## src/rtl/serial_adder.sv

```systemverilog
// serial_adder
//   Multi-cycle adder/subtractor. Two WIDTH-bit operands are added
//   BITS_PER_CYCLE bits per clock through a BITS_PER_CYCLE-wide ripple of
//   full-adder cells. The carry is held in a register between beats.
//   Operation takes one acceptance cycle, N = WIDTH/BITS_PER_CYCLE beats,
//   and then waits in DONE until the consumer takes the result.
//
// Parameters
//   WIDTH          operand/result width (>= 1)
//   BITS_PER_CYCLE bits per beat (1..WIDTH, must divide WIDTH)
//
// Ports
//   clk        rising-edge clock
//   rst_n      synchronous active-low reset
//   in_valid   operands presented
//   in_ready   block can accept operands (IDLE only)
//   a, b       operands
//   cin        carry-in (add mode only)
//   sub        0: a+b+cin, 1: a-b (a+~b+1)
//   out_valid  result available (DONE only)
//   out_ready  consumer accepts result
//   sum        result modulo 2^WIDTH
//   cout       carry out of MSB (subtract: 1 = no borrow)
//   ovf        signed overflow (only with SERIAL_ADDER_OVF_EN)
//
// Build option
//   SERIAL_ADDER_OVF_EN : adds the ovf port and MSB carry-in tracking.

module serial_adder #(
  parameter int WIDTH          = 8,
  parameter int BITS_PER_CYCLE = 1
) (
  input  logic             clk,
  input  logic             rst_n,
  input  logic             in_valid,
  output logic             in_ready,
  input  logic [WIDTH-1:0] a,
  input  logic [WIDTH-1:0] b,
  input  logic             cin,
  input  logic             sub,
  output logic             out_valid,
  input  logic             out_ready,
  output logic [WIDTH-1:0] sum,
  output logic             cout
`ifdef SERIAL_ADDER_OVF_EN
  ,
  output logic             ovf
`endif
);

  // Guarded copy of the slice width so illegal values cannot break the
  // width expressions below before the $error fires.
  localparam int BPC   = (BITS_PER_CYCLE < 1) ? 1 :
                         (BITS_PER_CYCLE > WIDTH) ? WIDTH : BITS_PER_CYCLE;
  localparam int N     = WIDTH / BPC;
  localparam int CNT_W = (N > 1) ? $clog2(N) : 1;

  if (WIDTH < 1) begin : g_bad_width
    $error("serial_adder: WIDTH must be >= 1 (got %0d)", WIDTH);
  end

  if (BITS_PER_CYCLE < 1 || BITS_PER_CYCLE > WIDTH ||
      (WIDTH % BPC) != 0) begin : g_bad_bpc
    $error("serial_adder: BITS_PER_CYCLE=%0d must be in 1..WIDTH and divide WIDTH=%0d",
           BITS_PER_CYCLE, WIDTH);
  end

  typedef enum logic [1:0] {
    S_IDLE,
    S_RUN,
    S_DONE
  } state_t;

  state_t             state_q, state_d;
  logic [WIDTH-1:0]   a_q, a_d;
  logic [WIDTH-1:0]   b_q, b_d;
  logic [WIDTH-1:0]   acc_q, acc_d;
  logic               carry_q, carry_d;
  logic [CNT_W-1:0]   cnt_q, cnt_d;
  logic [WIDTH-1:0]   sum_q, sum_d;
  logic               cout_q, cout_d;
`ifdef SERIAL_ADDER_OVF_EN
  logic               ovf_q, ovf_d;
`endif

  // Ripple slice over the low BPC bits of the operand shift registers.
  logic [BPC:0]       c;
  logic [BPC-1:0]     slice_sum;
  logic [WIDTH+BPC-1:0] acc_shift;
  logic [WIDTH-1:0]   acc_next;

  always_comb begin
    c         = '0;
    slice_sum = '0;
    c[0]      = carry_q;
    for (int unsigned i = 0; i < BPC; i++) begin
      slice_sum[i] = a_q[i] ^ b_q[i] ^ c[i];
      c[i+1]       = (a_q[i] & b_q[i]) | (c[i] & (a_q[i] ^ b_q[i]));
    end
  end

  // New slice enters at the top; after N beats beat 0 has reached bit 0.
  assign acc_shift = {slice_sum, acc_q};
  assign acc_next  = acc_shift[WIDTH+BPC-1:BPC];

  always_comb begin
    state_d = state_q;
    a_d     = a_q;
    b_d     = b_q;
    acc_d   = acc_q;
    carry_d = carry_q;
    cnt_d   = cnt_q;
    sum_d   = sum_q;
    cout_d  = cout_q;
`ifdef SERIAL_ADDER_OVF_EN
    ovf_d   = ovf_q;
`endif

    case (state_q)
      S_IDLE: begin
        if (in_valid) begin
          a_d     = a;
          b_d     = sub ? ~b : b;
          carry_d = sub ? 1'b1 : cin;
          cnt_d   = CNT_W'(N - 1);
          state_d = S_RUN;
        end
      end

      S_RUN: begin
        a_d     = a_q >> BPC;
        b_d     = b_q >> BPC;
        acc_d   = acc_next;
        carry_d = c[BPC];
        if (cnt_q == '0) begin
          // Final beat: publish into the held output registers so sum/cout
          // stay stable through DONE and after the handshake.
          sum_d   = acc_next;
          cout_d  = c[BPC];
`ifdef SERIAL_ADDER_OVF_EN
          ovf_d   = c[BPC-1] ^ c[BPC];
`endif
          state_d = S_DONE;
        end else begin
          cnt_d = cnt_q - CNT_W'(1);
        end
      end

      S_DONE: begin
        if (out_ready) begin
          state_d = S_IDLE;
        end
      end

      default: begin
        state_d = S_IDLE;
      end
    endcase
  end

  always_ff @(posedge clk) begin
    if (!rst_n) begin
      state_q <= S_IDLE;
      a_q     <= '0;
      b_q     <= '0;
      acc_q   <= '0;
      carry_q <= 1'b0;
      cnt_q   <= '0;
      sum_q   <= '0;
      cout_q  <= 1'b0;
`ifdef SERIAL_ADDER_OVF_EN
      ovf_q   <= 1'b0;
`endif
    end else begin
      state_q <= state_d;
      a_q     <= a_d;
      b_q     <= b_d;
      acc_q   <= acc_d;
      carry_q <= carry_d;
      cnt_q   <= cnt_d;
      sum_q   <= sum_d;
      cout_q  <= cout_d;
`ifdef SERIAL_ADDER_OVF_EN
      ovf_q   <= ovf_d;
`endif
    end
  end

  assign in_ready  = (state_q == S_IDLE);
  assign out_valid = (state_q == S_DONE);
  assign sum       = sum_q;
  assign cout      = cout_q;
`ifdef SERIAL_ADDER_OVF_EN
  assign ovf       = ovf_q;
`endif

endmodule

```

## config.mk

```make
export PLATFORM = sky130hd
export DESIGN_NAME = serial_adder
export DESIGN_NICKNAME = d
export VERILOG_FILES = /design/src/rtl/serial_adder.sv
export SDC_FILE = /design/constraint.sdc
export NUM_CORES = 1
export LEC_CHECK = 0
export CAP_MARGIN = 40
export CELL_PAD_IN_SITES_DETAIL_PLACEMENT = 1
export CELL_PAD_IN_SITES_GLOBAL_PLACEMENT = 1
export CORE_UTILIZATION = 43
export CTS_BUF_LIST = sky130_fd_sc_hd__clkbuf_8
export DETAILED_ROUTE_END_ITERATION = 7
export PLACE_DENSITY_LB_ADDON = 0.3
export SLEW_MARGIN = 20
export SYNTH_ARGS = -nofsm -noshare
export SYNTH_HDL_FRONTEND = slang
export SYNTH_SLANG_ARGS = --single-unit
export TNS_END_PERCENT = 5
```

## constraint.sdc

```tcl
create_clock -name clk -period 2.9 [get_ports clk]
set_clock_uncertainty 0.15 [all_clocks]
set_input_delay 0.435 -clock clk [delete_from_list [all_inputs] [get_ports clk]]
set_output_delay 0.435 -clock clk [all_outputs]
set_load 0.005 [all_outputs]
```

---- Word level (Yosys, flattened, before mapping) ----
Index checks and enable logic that the tools add are counted.
Widths: inputs -> output; s select.
word-level totals
  bits in registers ....................... 39
  bits in latches ......................... 0
  RAM bits ................................ 0
  memory bits (read-only) ................. 0
  output and inout bits ................... 11
  logic and storage cells ................. 43
  memories ................................ 0
operators by class
  add/subtract/negate cells ............... 1
  multipliers ............................. 0
  divide/modulo/power cells ............... 0
  $lt $le $gt $ge ......................... 0
  eq/ne operators ......................... 6
  shift operators ......................... 0
  mux-type cells .......................... 15
  bitwise logic cells ..................... 6
  reduce and logical (&&, ||, !) cells .... 7
operators with widths
  kind                 number
  $pmux 8 s2           2
  $mux 8               3
  $not 8->8            1
  $mux 2               3
  $mux 3               2
  $ne 2x2->1 const B   3
  $pmux 2 s3           1
  $pmux 3 s2           1
  $reduce_and 3->1     2
  $reduce_and 2->1     2
  $logic_not 3->1      1
  $sub 3x1->3 const B  1
  $and 1x1->1          2
  $eq 2x1->1 const B   1
  $eq 2x2->1 const B   1
  $logic_not 2->1      1
  $mux 1               2
  $ne 2x1->1 const B   1
  $pmux 1 s2           1
  $reduce_bool 2->1    1
  $xor 1x1->1          2
  $or 1x1->1           1

---- Longest topological paths before layout ----
Gate-level depths: netlist of the first run.
  depth after elaboration ................. 4
  gate-level depth with buffers ........... 6
  gate-level depth less buffers ........... 5

---- Worst setup path after synthesis of the first run ----
No wires, ideal clock.
  path type ............................... register to register
  from .................................... register cnt_q[0]
  to ...................................... register sum_q[0], in the netlist sum[0]
  arrival ................................. 1.146 ns
  required time ........................... 2.679 ns
  path slack .............................. 1.533 ns
  stages on the path, launching flop included .. 7
  cells stage by stage .................... dfxtp_1 > inv_1 > ha_1 > nor4bb_1 > buf_2 > nand2_1 > a21oi_1
on the way
  longest elaborated chain between the ends .. 2
RTL lines
  what                               RTL line  source
  start, declared                    79        logic [CNT_W-1:0] cnt_q, cnt_d;
  start signal, assigned             180       cnt_q <= cnt_d;
  $logic_not 3->1                    135       if (cnt_q == '0) begin
  $reduce_and 2->1 (no source line)  -
  end signal, assigned               181       sum_q <= sum_d;
  end, declared                      80        logic [WIDTH-1:0] sum_q, sum_d;
No other way between the ends.
A chain may end at the register's enable or synchronous reset.

---- Worst setup path after layout of the first run ----
  from .................................... register state_q[1]
  to ...................................... output out_valid
on the way
  longest elaborated chain between the ends .. 1
RTL lines
  what                    RTL line  source
  start, declared         74        state_t state_q, state_d;
  start signal, assigned  175       state_q <= state_d;
  $eq 2x2->1              190       assign out_valid = (state_q == S_DONE);
  end, declared           41        output logic out_valid,
No other way between the ends.

==> out/metrics.csv, run 1 <==
stage;metric;value;unit
status;outcome;complete, no violations;
floorplanning;width of the die;65.2;um
timing;fin crit share;74.6;%
job;Maximum Capacitance Violations;0;
finish;layout cells sized above 1;9.69;%
worst_setup_path;r2r startpoint;state_q[1]$_SDFFE_PN0P_;
global_route;first-pass GRT wire length;7.02;mm
worst_hold_path;Min-Delay Endpoint;sum[6]$_SDFFE_PN0P_;
floorplanning;Rows;22;
timing;headroom to the max-slew limit;52.5;%
synthesis;Post-synth EDFFs;0;
timing;unrepaired setup endpoints after global routing;no;
synthesis;ys flop type;dfxtp_1;
place;Place WS;0.744;ns
clocking;TritonCTS buffer count;5;
synthesis;count leader, synth;nand2_1;
timing;Fmax;0.462;GHz
route;Avg Vias per Cell;5.30;
timing;Slew @ Worst Pin;0.708;ns
timing;final setup TNS;0;ns
finish;antenna cells;0;
worst_setup_path;Reg2Reg Setup Slack;1.23;ns
global_route;global route overflow;0;
route;initial detailed-routing violation count;77;
floorplanning;initial core utilization;45.9;%
worst_setup_path;startpoint types;register;
worst_setup_path;Crit Path Category;reg -> out;
synthesis;syn_area_per_cell;8.58;um^2
pwr;peak supply drop;0.000321;V
synthesis;cell area after synthesis;0.00172;mm^2
finish;Total Nets Final;251;
synthesis;top cell type's share of synthesized area;44.3;%
worst_setup_path;CP Data Required Time;2.32;ns
clocking;post-cts resize count;0;
clocking;Clock transition at path regs;0.08;ns
global_route;GRT Overall Usage;22.1;%
global_route;initial antenna violation count;0;
timing;Worst Setup Slack, final;0.737;ns
floorplanning;Boundary Pins;33;
worst_setup_path;Critical Path AT;1.58;ns
worst_setup_path;CP cell instances;nor2b_1 > clkdlybuf4s50_1;
clocking;Hold Buf Count CTS;0;
synthesis;YS warnings;0;
worst_setup_path;worst reg2reg endpoint;b_q[6]$_SDFFE_PN0P_;
worst_setup_path;cells on worst reg2reg path;3;
clocking;Post-CTS Setup Inserts;0;
worst_hold_path;Hold Crit Start;sum[6]$_SDFFE_PN0P_;
clocking;clk sinks;38;
pwr;total power divided by cell area;624;mW/mm^2
clocking;Clock Tree Root;clkbuf_8;
place;Post-DP HPWL;2.87;mm
worst_setup_path;Slowest cell on crit path;dfxtp_1;
clocking;H-tree levels;2;
floorplanning;die area;0.00425;mm^2
route;via count;1457;
worst_setup_path;Max stage delay on crit path;0.53;ns
route;Routed Antenna Nets;0;
place;Final GP Congestion;0.739;
synthesis;#FFs+latches synth;38;
worst_setup_path;critical path endpoint category;output port;
floorplanning;core area;0.00374;mm^2
clocking;Worst-Skew Late Latency;0.30;ns
synthesis;top cells by area, synth;dfxtp_1 44%, nand2_1 11%, a21oi_1 5.5%;
finish;synth-to-layout area growth;23.6;%
route;Pre-antenna DRT Iters;4;
timing;final hold vios;0;
timing;final setup vio count;0;
synthesis;asr flop ratio synth;0;%
route;Total Wirelength;4.11;mm
synthesis;Seq/Total Area, Yosys;44.3;%
clocking;CTS tree;yes;
pwr;Lkg Pwr;0.746;nW
worst_hold_path;hold crit path type;reg -> reg;
global_route;vias in the first global route;1558;
synthesis;post-synthesis net count;225;
synthesis;Synth area leader;dfxtp_1;
route;DRC;0;
finish;Fillers;448;
synthesis;top cells by count, synth;51 x nand2_1, 38 x dfxtp_1, 19 x a21oi_1, 12 x o21ai_0, 9 x nor2_1;
clocking;Bufs on Longest Clock Path;2;
route;post-DR wirelength/cell;14.9;um
worst_setup_path;crit-path max FO;10;
place;Port Buffers;32;
finish;final core utilization;56.7;%
global_route;largest net degree at the start of global routing;30;
floorplanning;Die Span Y;65.2;um
worst_hold_path;Hold Path Depth;2;
timing;Tmin final;2.16;ns
synthesis;Yosys cell types;36;
synthesis;Synth Instances;200;
timing;fin. max-slew vios;0;
critical path, delay by kind of cell, from the launching register on:
| kind | cells | cell delay, ns |
|---|---|---|
| buffers and inverters | 1 | 0.53 |
| flip-flops | 1 | 0.53 |
| AND/OR/NAND/NOR | 1 | 0.22 |
registers in the layout, summed over array words and instances, names as in the netlist:
signal,flops
b_q,8
carry_q,1
a_q,8
sum,8
acc_q,7
state_q,2
cnt_q,3
cout,1
cells in the final DEF, fill, tap and decap left out, types with 2 or more instances in the layout:
cell type and n:
inv_1 4, buf_4 3, nor2b_1 2, nor2_1 9, o21ai_0 12, clkbuf_8 5, xnor2_1 7, a211oi_2 7
nand2b_1 3, a31oi_1 8, nand2_1 51, dfxtp_1 38, o21ai_1 3, clkdlybuf4s50_1 32, clkinvlp_4 2, ha_1 2
a21oi_1 19
metal layers:
layer | share of wire [%] | track usage, %
met5 | 0 | 0
met3 | 3.3 | 4.34
met2 | 50 | 38.0
met4 | 2.6 | 13.0
met1 | 44 | 25.1
report_power, final:
group / leakage, nW / switching (mW) / internal (mW)
clock network: 0.0504 / 0.207 / 0.256
registers: 0.312 / 0.0375 / 0.570
logic: 0.384 / 0.139 / 0.115
total: 0.746 / 0.384 / 0.940
stage by stage:
step / hold slack (ns) / power, mW / cells / cell area, um^2
after CTS: 0.310 / 1.33 / 275 / 2120
after global placement: 0.285 / 0.851 / 267 / 2010
after floorplan: 0.275 / 0.802 / 200 / 1720
after detailed placement: 0.299 / 0.872 / 267 / 2010
after global routing: 0.328 / 1.39 / 275 / 2120
final: 0.307 / 1.32 / 275 / 2120
worst max-delay path by stage:
stage	from	end	slack, ns	cells past startpoint
2_1_floorplan	cnt_q[0]$_SDFFE_PN0P_	sum[0]$_SDFFE_PN0P_	1.53	6
3_3_place_gp	rst_n	cnt_q[2]$_SDFFE_PN0P_	0.82	5
3_5_place_dp	rst_n	cnt_q[2]$_SDFFE_PN0P_	0.74	5
4_1_cts	state_q[1]$_SDFFE_PN0P_	out_valid	0.72	2
5_1_grt	state_q[1]$_SDFFE_PN0P_	out_valid	0.65	2
6_report	state_q[1]$_SDFFE_PN0P_	out_valid	0.74	2
logic make-up (layout without fill, tap and decap cells):
kind of cell             count (synthesis)  count (layout)  share of synthesized area, %
XOR/XNOR                                 8               8                          4.08
adder cells (fa/ha/maj)                  3               3                          2.62
AND/OR/NAND/NOR                         75              75                          19.4
flip-flops                              38              38                          44.3
AO/OA/AOI/OAI                           56              56                          22.2
buffers and inverters                   20              47                          7.36
area by class of cell:
cell class,count,area (um^2),share of cell area (%)
Timing Repair Buffer,35,343,16.2
Multi-Input combinational cell,142,830,39.1
Sequential cell,38,761,35.8
Clock buffer,5,68.8,3.24
Tap cell,48,60.1,2.83
Clock inverter,3,45.0,2.12
Inverter,4,15.0,0.708
Note: power is estimated with default switching activity, not from simulation.
==> run 2: changes to the inputs <==
--- a/config.mk
+++ b/config.mk
@@ -8,7 +8,7 @@
 export CAP_MARGIN = 40
 export CELL_PAD_IN_SITES_DETAIL_PLACEMENT = 1
 export CELL_PAD_IN_SITES_GLOBAL_PLACEMENT = 1
-export CORE_UTILIZATION = 43
+export CORE_UTILIZATION = 36
 export CTS_BUF_LIST = sky130_fd_sc_hd__clkbuf_8
 export DETAILED_ROUTE_END_ITERATION = 7
 export PLACE_DENSITY_LB_ADDON = 0.3
==> constraint.sdc (replaced) <==
create_clock -name clk -period 1.75 [get_ports clk]
set_clock_uncertainty 0.15 [all_clocks]
set_input_delay 0.2625 -clock clk [delete_from_list [all_inputs] [get_ports clk]]
set_output_delay 0.2625 -clock clk [all_outputs]
set_load 0.005 [all_outputs]
==> out/metrics.csv, run 2 (same netlist as run 1, synthesis figures left out) <==
stage;metric;value;unit;change
status;outcome;complete, no violations;;
worst_setup_path;critical path endpoint category;output port;;
timing;headroom to the max-slew limit;78.5;%;+26 points
route;via count;1476;;+1.3%
clocking;Bufs on Longest Clock Path;2;;unchanged
pwr;Pint;1.49;mW;+59%
timing;unrepaired setup endpoints after global routing;no;;
timing;final setup TNS;0;ns;unchanged
clocking;TritonCTS buffer count;5;;unchanged
worst_setup_path;startpoint types;register;;
finish;most common cell after layout, fill and taps aside;nand2_1;;
finish;synth-to-layout area growth;29.5;%;
finish;Total Nets Final;264;;+5.2%
route;Avg Vias per Cell;5.05;;-4.6%
pwr;Comb pwr share;23.1;%;+3.9 points
global_route;largest net degree at the start of global routing;19;;-37%
finish;commonest non-fill, non-tap cells in the layout;51 x nand2_1, 36 x dfxtp_1, 31 x clkdlybuf4s50_1, 19 x a21oi_1, 15 x buf_4;;
worst_hold_path;Hold Path Depth;2;;unchanged
floorplanning;core area;0.00447;mm^2;+20%
pwr;total power divided by cell area;941;mW/mm^2;+51%
global_route;global route overflow;0;;unchanged
floorplanning;width of the die;71.1;um;+9.0%
pwr;power share of the clock group;29.2;%;-5.7 points
floorplanning;Rows;24;;+9.1%
worst_setup_path;cells on worst reg2reg path;6;;+3
floorplanning;initial core utilization;38.4;%;-7.5 points
global_route;initial antenna violation count;0;;unchanged
timing;final hold vios;0;;unchanged
pwr;sw frac;28.6;%;-0.37 points
job;Maximum Capacitance Violations;0;;unchanged
floorplanning;die area;0.00505;mm^2;+19%
place;Port Buffers;32;;unchanged
worst_hold_path;hold crit path type;reg -> reg;;
timing;fin crit share;94.0;%;
finish;sequential cell area;768;um^2;+0.99%
finish;antenna cells;0;;unchanged
clocking;H-tree levels;2;;unchanged
worst_setup_path;Crit Path Category;reg -> out;;
global_route;first-pass GRT wire length;6.62;mm;-5.7%
worst_setup_path;Critical Path AT;1.23;ns;-0.35 ns
global_route;GRT Overall Usage;17.4;%;-4.8 points
timing;Slew @ Worst Pin;0.323;ns;-0.385 ns
route;initial detailed-routing violation count;34;;-56%
floorplanning;Boundary Pins;33;;unchanged
route;DRC;0;;unchanged
timing;fin. max-slew vios;0;;unchanged
clocking;Worst-Skew Late Latency;0.29;ns;about the same
clocking;CTS tree;yes;;
pwr;Seq pwr share;47.7;%;+1.9 points
clocking;Clock transition at path regs;0.07;ns;about the same
clocking;clk sinks;38;;unchanged
worst_setup_path;crit-path max FO;7;;-3
route;post-DR wirelength/cell;13.9;um;-7.0%
place;Final GP Congestion;0.801;;+8.5%
worst_setup_path;CP Data Required Time;1.34;ns;-0.98 ns
timing;Fmax;0.608;GHz;
clocking;Hold Buf Count CTS;0;;unchanged
clocking;Clock Tree Root;clkbuf_8;;
finish;layout cells sized above 1;15.4;%;+5.7 points
finish;Multi-input gate area;832;um^2;+0.30%
finish;Fillers;530;;+18%
place;area post-placement;0.00211;mm^2;+5.0%
global_route;vias in the first global route;1413;;-9.3%
route;Total Wirelength;4.06;mm;-1.2%
timing;Tmin final;1.64;ns;
finish;final core utilization;49.7;%;-7.0 points
finish;post-route cell area;0.00222;mm^2;+4.8%
pwr;peak supply drop;0.000394;V;+23%
place;Post-DP HPWL;3.04;mm;+6.0%
timing;final setup vio count;0;;unchanged
route;Routed Antenna Nets;0;;unchanged
pwr;Psw;0.599;mW;+56%
route;Pre-antenna DRT Iters;6;;+2
pwr;total power;2.09;mW;+58%
floorplanning;Die Span Y;71.1;um;+9.0%
worst_setup_path;Reg2Reg Setup Slack;0.17;ns;-1.06 ns
pwr;Lkg Pwr;0.822;nW;+10%
## run 2: cell types whose count changed in the layout (fill, tap and decap cells not counted), sizes merged
| cell | delta |
|---|---|
| dlygate4sd2 | +1 |
| clkinvlp | -2 |
| clkdlybuf4s50 | -1 |
| bufinv | -1 |
| inv | +1 |
| clkinv | +1 |
| buf | +13 |
| clkbuf | +1 |
## run 2: area by class of cell
type / count / area share [%]
tap: 52 / 2.93
clock inverter: 2 / 0.394
clock buffer: 6 / 3.71
sequential: 38 / 34.6
multi-input combinational: 142 / 37.4
timing repair buffer: 48 / 20.3
inverter: 4 / 0.675
## run 2: worst max-delay path, stage by stage, from the launching register on
cell and delay, ns:
dfxtp_4 0.37, nor2_1 0.08, clkdlybuf4s50_1 0.50
## run 2: through the flow
step | worst slack [ns] | hold slack (ns) | std cells
6_report | 0.105 | 0.307 | 292
5_1_grt | 0.0366 | 0.330 | 292
4_1_cts | 0.0440 | 0.310 | 290
3_5_place_dp | 0.131 | 0.301 | 282
3_3_place_gp | 0.151 | 0.295 | 282
2_1_floorplan | 0.383 | 0.265 | 200
## run 2: what timing repair did
| item | in CTS | in global routing |
|---|---|---|
| cloned | 0 | 0 |
| setup buffers | 0 | 2 |
| resized for setup | 5 | 1 |
| endpoints found under the setup margin | 2 | 1 |
## run 2: power groups by stage
stage	registers, mW	logic [mW]	clock network [mW]
2_1_floorplan	0.998	0.331	0
3_3_place_gp	1.02	0.458	0
3_5_place_dp	1.02	0.473	0
4_1_cts	1.01	0.476	0.625
5_1_grt	1.01	0.532	0.667
6_report	0.999	0.483	0.610
## run 2: routing by layer
metal | wire length [um] | track usage (%) | vias to the layer above
li1 | - | - | 753
met1 | 1980 | 22.8 | 698
met2 | 1900 | 27.1 | 20
met3 | 123 | 4.84 | 5
met4 | 56 | 6.67 | 0
met5 | 0 | 0 | -
## run 2: path summary, 6_finish.rpt
kind                         endpoint               startpoint
hold reg to reg     cout$_SDFFE_PN0P_        cout$_SDFFE_PN0P_
setup reg to reg  sum[7]$_SDFFE_PN0P_    cnt_q[0]$_SDFFE_PN0P_
setup / recovery             in_ready  state_q[1]$_SDFFE_PN0P_
hold / removal      cout$_SDFFE_PN0P_        cout$_SDFFE_PN0P_
